## src/rtl/vx_vec_uop_sequencer.sv

```systemverilog
// Expands vector instructions into per-lane dispatch beats and passes scalars through as one beat.
// Output is registered one cycle after accept at 1 beat/cycle; optional perf counters under VX_VSEQ_PERF_EN.
module vx_vec_uop_sequencer #(
  parameter int PAYLOAD_W  = 256,
  parameter int NR_BITS    = 6,
  parameter int MAX_LANES  = 8,
  localparam int LANE_W    = $clog2(MAX_LANES)
) (
  input  logic                 clk,
  input  logic                 reset,
  input  logic                 in_valid,
  input  logic [PAYLOAD_W-1:0] in_payload,
  input  logic                 in_is_vec,
  input  logic [NR_BITS-1:0]   in_vd,
  input  logic [LANE_W-1:0]    in_vlanes_m1,
  output logic                 in_ready,
  output logic                 out_valid,
  output logic [PAYLOAD_W-1:0] out_payload,
  output logic                 out_is_vec,
  output logic [NR_BITS-1:0]   out_vd,
  output logic [NR_BITS-1:0]   out_vd_lane_id,
  output logic                 out_vd_is_last,
  input  logic                 out_ready
`ifdef VX_VSEQ_PERF_EN
  ,
  output logic [31:0]          perf_beats,
  output logic [31:0]          perf_instrs,
  output logic [31:0]          perf_stalls
`endif
);

  typedef enum logic {IDLE, SEQ} state_e;

  state_e               state_q, state_d;
  logic [PAYLOAD_W-1:0] payload_q, payload_d;
  logic                 is_vec_q, is_vec_d;
  logic [NR_BITS-1:0]   vd_q, vd_d;
  logic [LANE_W-1:0]    lane_q, lane_d;
  logic [LANE_W-1:0]    last_lane_q, last_lane_d;
  logic                 is_last_q, is_last_d;
  logic [LANE_W-1:0]    lane_inc;
  logic                 in_fire, out_fire;

  assign out_fire = (state_q == SEQ) && out_ready;
  assign in_fire  = in_valid && in_ready;
  assign lane_inc = lane_q + LANE_W'(1);

  always_ff @(posedge clk or negedge reset) begin
    if (!reset) state_q <= IDLE;
    else        state_q <= state_d;
  end

  always_comb begin
    state_d = state_q;
    case (state_q)
      IDLE:    if (in_fire) state_d = SEQ;
      SEQ:     if (out_fire && is_last_q && !in_fire) state_d = IDLE;
      default: state_d = IDLE;
    endcase
  end

  // in_ready looks through out_ready so the next instruction loads on the last beat with no bubble.
  always_comb begin
    out_valid = (state_q == SEQ);
    in_ready  = (state_q == IDLE) || (out_fire && is_last_q);
  end

  always_comb begin
    payload_d   = payload_q;
    is_vec_d    = is_vec_q;
    vd_d        = vd_q;
    lane_d      = lane_q;
    last_lane_d = last_lane_q;
    is_last_d   = is_last_q;
    if (in_fire) begin
      payload_d   = in_payload;
      is_vec_d    = in_is_vec;
      vd_d        = in_vd;
      lane_d      = '0;
      last_lane_d = in_is_vec ? in_vlanes_m1 : '0;
      is_last_d   = in_is_vec ? (in_vlanes_m1 == '0) : 1'b1;
    end else if (out_fire && !is_last_q) begin
      lane_d    = lane_inc;
      is_last_d = (lane_inc == last_lane_q);
    end
  end

  always_ff @(posedge clk or negedge reset) begin
    if (!reset) begin
      payload_q   <= '0;
      is_vec_q    <= 1'b0;
      vd_q        <= '0;
      lane_q      <= '0;
      last_lane_q <= '0;
      is_last_q   <= 1'b0;
    end else begin
      payload_q   <= payload_d;
      is_vec_q    <= is_vec_d;
      vd_q        <= vd_d;
      lane_q      <= lane_d;
      last_lane_q <= last_lane_d;
      is_last_q   <= is_last_d;
    end
  end

  assign out_payload    = payload_q;
  assign out_is_vec     = is_vec_q;
  assign out_vd         = vd_q;
  assign out_vd_lane_id = NR_BITS'(lane_q);
  assign out_vd_is_last = is_last_q;

`ifdef VX_VSEQ_PERF_EN
  logic [31:0] beats_q, instrs_q, stalls_q;

  always_ff @(posedge clk or negedge reset) begin
    if (!reset) begin
      beats_q  <= '0;
      instrs_q <= '0;
      stalls_q <= '0;
    end else begin
      if (out_fire)               beats_q  <= beats_q + 32'd1;
      if (in_fire)                instrs_q <= instrs_q + 32'd1;
      if (out_valid && !out_ready) stalls_q <= stalls_q + 32'd1;
    end
  end

  assign perf_beats  = beats_q;
  assign perf_instrs = instrs_q;
  assign perf_stalls = stalls_q;
`endif

endmodule
```

## config.mk

```make
export PLATFORM = sky130hd
export DESIGN_NAME = vx_vec_uop_sequencer
export DESIGN_NICKNAME = d
export VERILOG_FILES = /design/src/rtl/vx_vec_uop_sequencer.sv
export SDC_FILE = /design/constraint.sdc
export NUM_CORES = 1
export LEC_CHECK = 0
export BUFFER_PORTS_ARGS = -buffer_cell sky130_fd_sc_hd__buf_2
export CORE_AREA = 2 2 212 214
export CTS_CLUSTER_SIZE = 12
export DETAILED_ROUTE_END_ITERATION = 7
export DIE_AREA = 0 0 214 216
export PLACE_DENSITY = 0.61
export SETUP_SLACK_MARGIN = 0.3
export SYNTH_ARGS = -nofsm -noshare
export SYNTH_HDL_FRONTEND = slang
export SYNTH_SLANG_ARGS = --single-unit
```

## constraint.sdc

```tcl
create_clock -name clk -period 3.6 [get_ports clk]
set_input_delay 0.72 -clock clk [delete_from_list [all_inputs] [get_ports clk]]
set_output_delay 0.72 -clock clk [all_outputs]
set_load 0.01 [all_outputs]
```

==> results.ini <==
[detailed_routing]
antenna_left = 0
drt_iter0_markers = 328
viasPerCell = 4.04
drt_drc_violations_left = 0
avgRoutedWirePerCell_um = 16.9
wl_um = 30100
drt_pre_antenna_iters = 4
vias = 7224

[layout]
nFillCells = 4250
ff_latch_area_um2 = 6780
drive_gt1_share_pct = 73.3
nNetsFinal = 1440
syn2layout_area_growth_pct = 37.1
post-route-util_pct = 35.3
multi_input_area_um2 = 3970
stdcell_count = 1786

[synth]
ys_seq_area_share_pct = 60.1
syn_avg_cell_area_um2 = 18.7
synth_cell_types = 28
yosysWarnings = 0
synth_seq_cells = 271
synthCells = 604
syn-cell-area_um2 = 11300

[cts]
cts_resized = 0
htreeDepth = 2
hold_buffers = 0
numCtsBuffers = 34
cts_tree = yes
cts.sinks = 271
clk_latency_ps = 520
clock-root-buffer = clkbuf_16
clock_path_buffers = 3
post-cts-setup-buffers = 0
clkTransAtPathRegs_ps = 60

[die]
die_w_um = 214
fp.dieArea_um2 = 46200
start_util_pct = 25.8
pin_count = 542
die_h_um = 216
rows = 77
core_um2 = 43800

[global_route]
grt_max_degree = 90
antenna_found_initial = 4
grt-ovfl-total = 0
grt_usage_pct = 12.6
grt_pass1_wl_um = 45700
grt_pass1_vias = 7876

[setup_path]
max_stage_delay_ps = 460
crit_path_start_kind = register
r2r_slack_ps = 1370
ff2ff_path_depth = 5
slowest_stage = nand2_8
crit_start = out_valid
cp_max_fo = 64
critical_path.reg2reg.endpoint = out_payload[187]
end_kind = register
r2r-start = out_valid
crit_family = buffers and inverters
path_cells = a21boi_2 -> inv_4 -> nand2_8 -> buf_4 -> mux2_4
crit_buf_inv = 2
path_class = reg -> reg
crit_arrival_ps = 2620
required_ps = 3990

[sta]
max_freq_mhz = 448
fin_crit_sh_pct = 61.9
hold_viol = 0
finalSetupTns_ps = 0
setup_viol = 0
timing.hold.ws_ps = 212
fin_skew_ps = 26.0
period_minus_slack_ps = 2230
max_slew_margin_pct = 50.3
drv_slew = 0
rsz0062_at_grt = no
worst_pin_slew_ps = 746

[placement]
io_buffers = 538
routabilityCongestion = 0.845
dp_hpwl_um = 22400
placed_cells = 1725

[flow_run]
maxCapViolations = 0

[status]
status = complete, no violations

[power]
leakagePower_nw = 8.17
powerDensity_nw_per_um2 = 931
vdd_drop_max_mv = 0.450

[worst_hold_path]
hold_path.class = in -> async

==> routing by layer <==
metal | vias to the layer above | track usage (%) | wire [um]
met1 | 3536 | 14.3 | 11800
met4 | 0 | 5.31 | 998
li1 | 3257 | - | -
met3 | 54 | 4.69 | 2810
met2 | 377 | 21.2 | 14500
met5 | - | 0 | 0
==> report_power, final <==
part / switching [mW] / internal, mW / leakage (nW)
Combinational: 2.43 / 3.24 / 4.47
Clock: 1.31 / 1.95 / 0.520
Sequential: 0.885 / 4.61 / 3.19
Total: 4.62 / 9.80 / 8.17
==> synthesized netlist by cell type (all sizes together) <==
cell type / n / area share [%]
a221o: 1 / 0.089
nor3: 1 / 0.044
a211o: 1 / 0.078
inv: 3 / 0.12
nand3b: 2 / 0.13
buf: 32 / 4.7
nor2b: 1 / 0.055
dfrtp: 271 / 60
and4: 1 / 0.078
nand2: 5 / 0.31
nor2: 2 / 0.067
xor2: 2 / 0.16
ha: 1 / 0.11
xnor2: 2 / 0.16
mux2: 264 / 33
a21boi: 2 / 0.17
o31a: 1 / 0.078
and3b: 1 / 0.078
a22o: 2 / 0.16
conb: 1 / 0.033
nand2b: 1 / 0.055
o21ai: 7 / 0.31
==> cells by family after synthesis <==
kind of cell / Yosys count / synth area share, %
AOI/OAI and AO/OA: 14 / 0.875
DFF: 271 / 60.1
adders and majority gates: 1 / 0.111
xor gates and xnor gates: 4 / 0.310
muxes: 264 / 33.0
and+or+nand+nor: 14 / 0.820
other: 1 / 0.0332
buffers and inverters: 35 / 4.82
==> flip-flops by register name (all words and copies together), names as in the netlist <==
register and count:
last_lane_q 3, out_vd_is_last 1, lane_q 3, out_payload 256, out_vd 6, out_valid 1, out_is_vec 1
==> per-stage QoR <==
stage	power [mW]	setup WS, ps	instance area (um2)
5_1_grt	15.2	1260	15500
3_5_place_dp	11.3	955	14400
4_1_cts	14.6	1330	15500
6_report	14.4	1370	15500
3_3_place_gp	11.2	1000	14400
2_1_floorplan	9.04	1740	11300
==> cells in the final DEF, fill, tap and decap left out <==
cell	n
and3b_1	1
a21boi_2	1
a21boi_0	1
nor3_1	1
nor2b_1	1
clkbuf_16	35
inv_4	1
buf_4	17
nor2_1	2
bufinv_16	1
diode_2	2
o31a_1	1
clkinv_4	2
mux2_2	64
nand2_8	1
buf_8	1
nand2b_1	1
inv_6	2
and4_1	1
xor2_1	2
clkbuf_1	11
clkbuf_8	4
xnor2_1	2
ha_1	1
inv_1	2
nand3b_1	2
o21ai_0	7
clkinv_2	4
buf_12	4
dfrtp_1	271
mux2_4	200
buf_2	537
conb_1	3
a221o_1	1
nand2_1	4
a211o_1	1
a22o_1	2
==> worst max-delay path by stage <==
stage	to	slack (ps)	depth (start not counted)
floorplan	out_payload[100]	1740	6
global placement	out_payload[187]	1000	6
detailed placement	out_payload[145]	960	6
CTS	in_ready	1330	3
global route	out_payload[187]	1260	5
finish	out_payload[187]	1370	5
==> final cells by class <==
| type | count | area share [%] |
|---|---|---|
| Antenna cell | 2 | 0.0323 |
| Timing Repair Buffer | 559 | 18.8 |
| Clock buffer | 50 | 6.28 |
| Inverter | 3 | 0.0889 |
| Sequential cell | 271 | 43.8 |
| Tap cell | 592 | 4.78 |
| Multi-Input combinational cell | 300 | 25.7 |
| Clock inverter | 9 | 0.550 |
(Power assumes the default switching activity.)
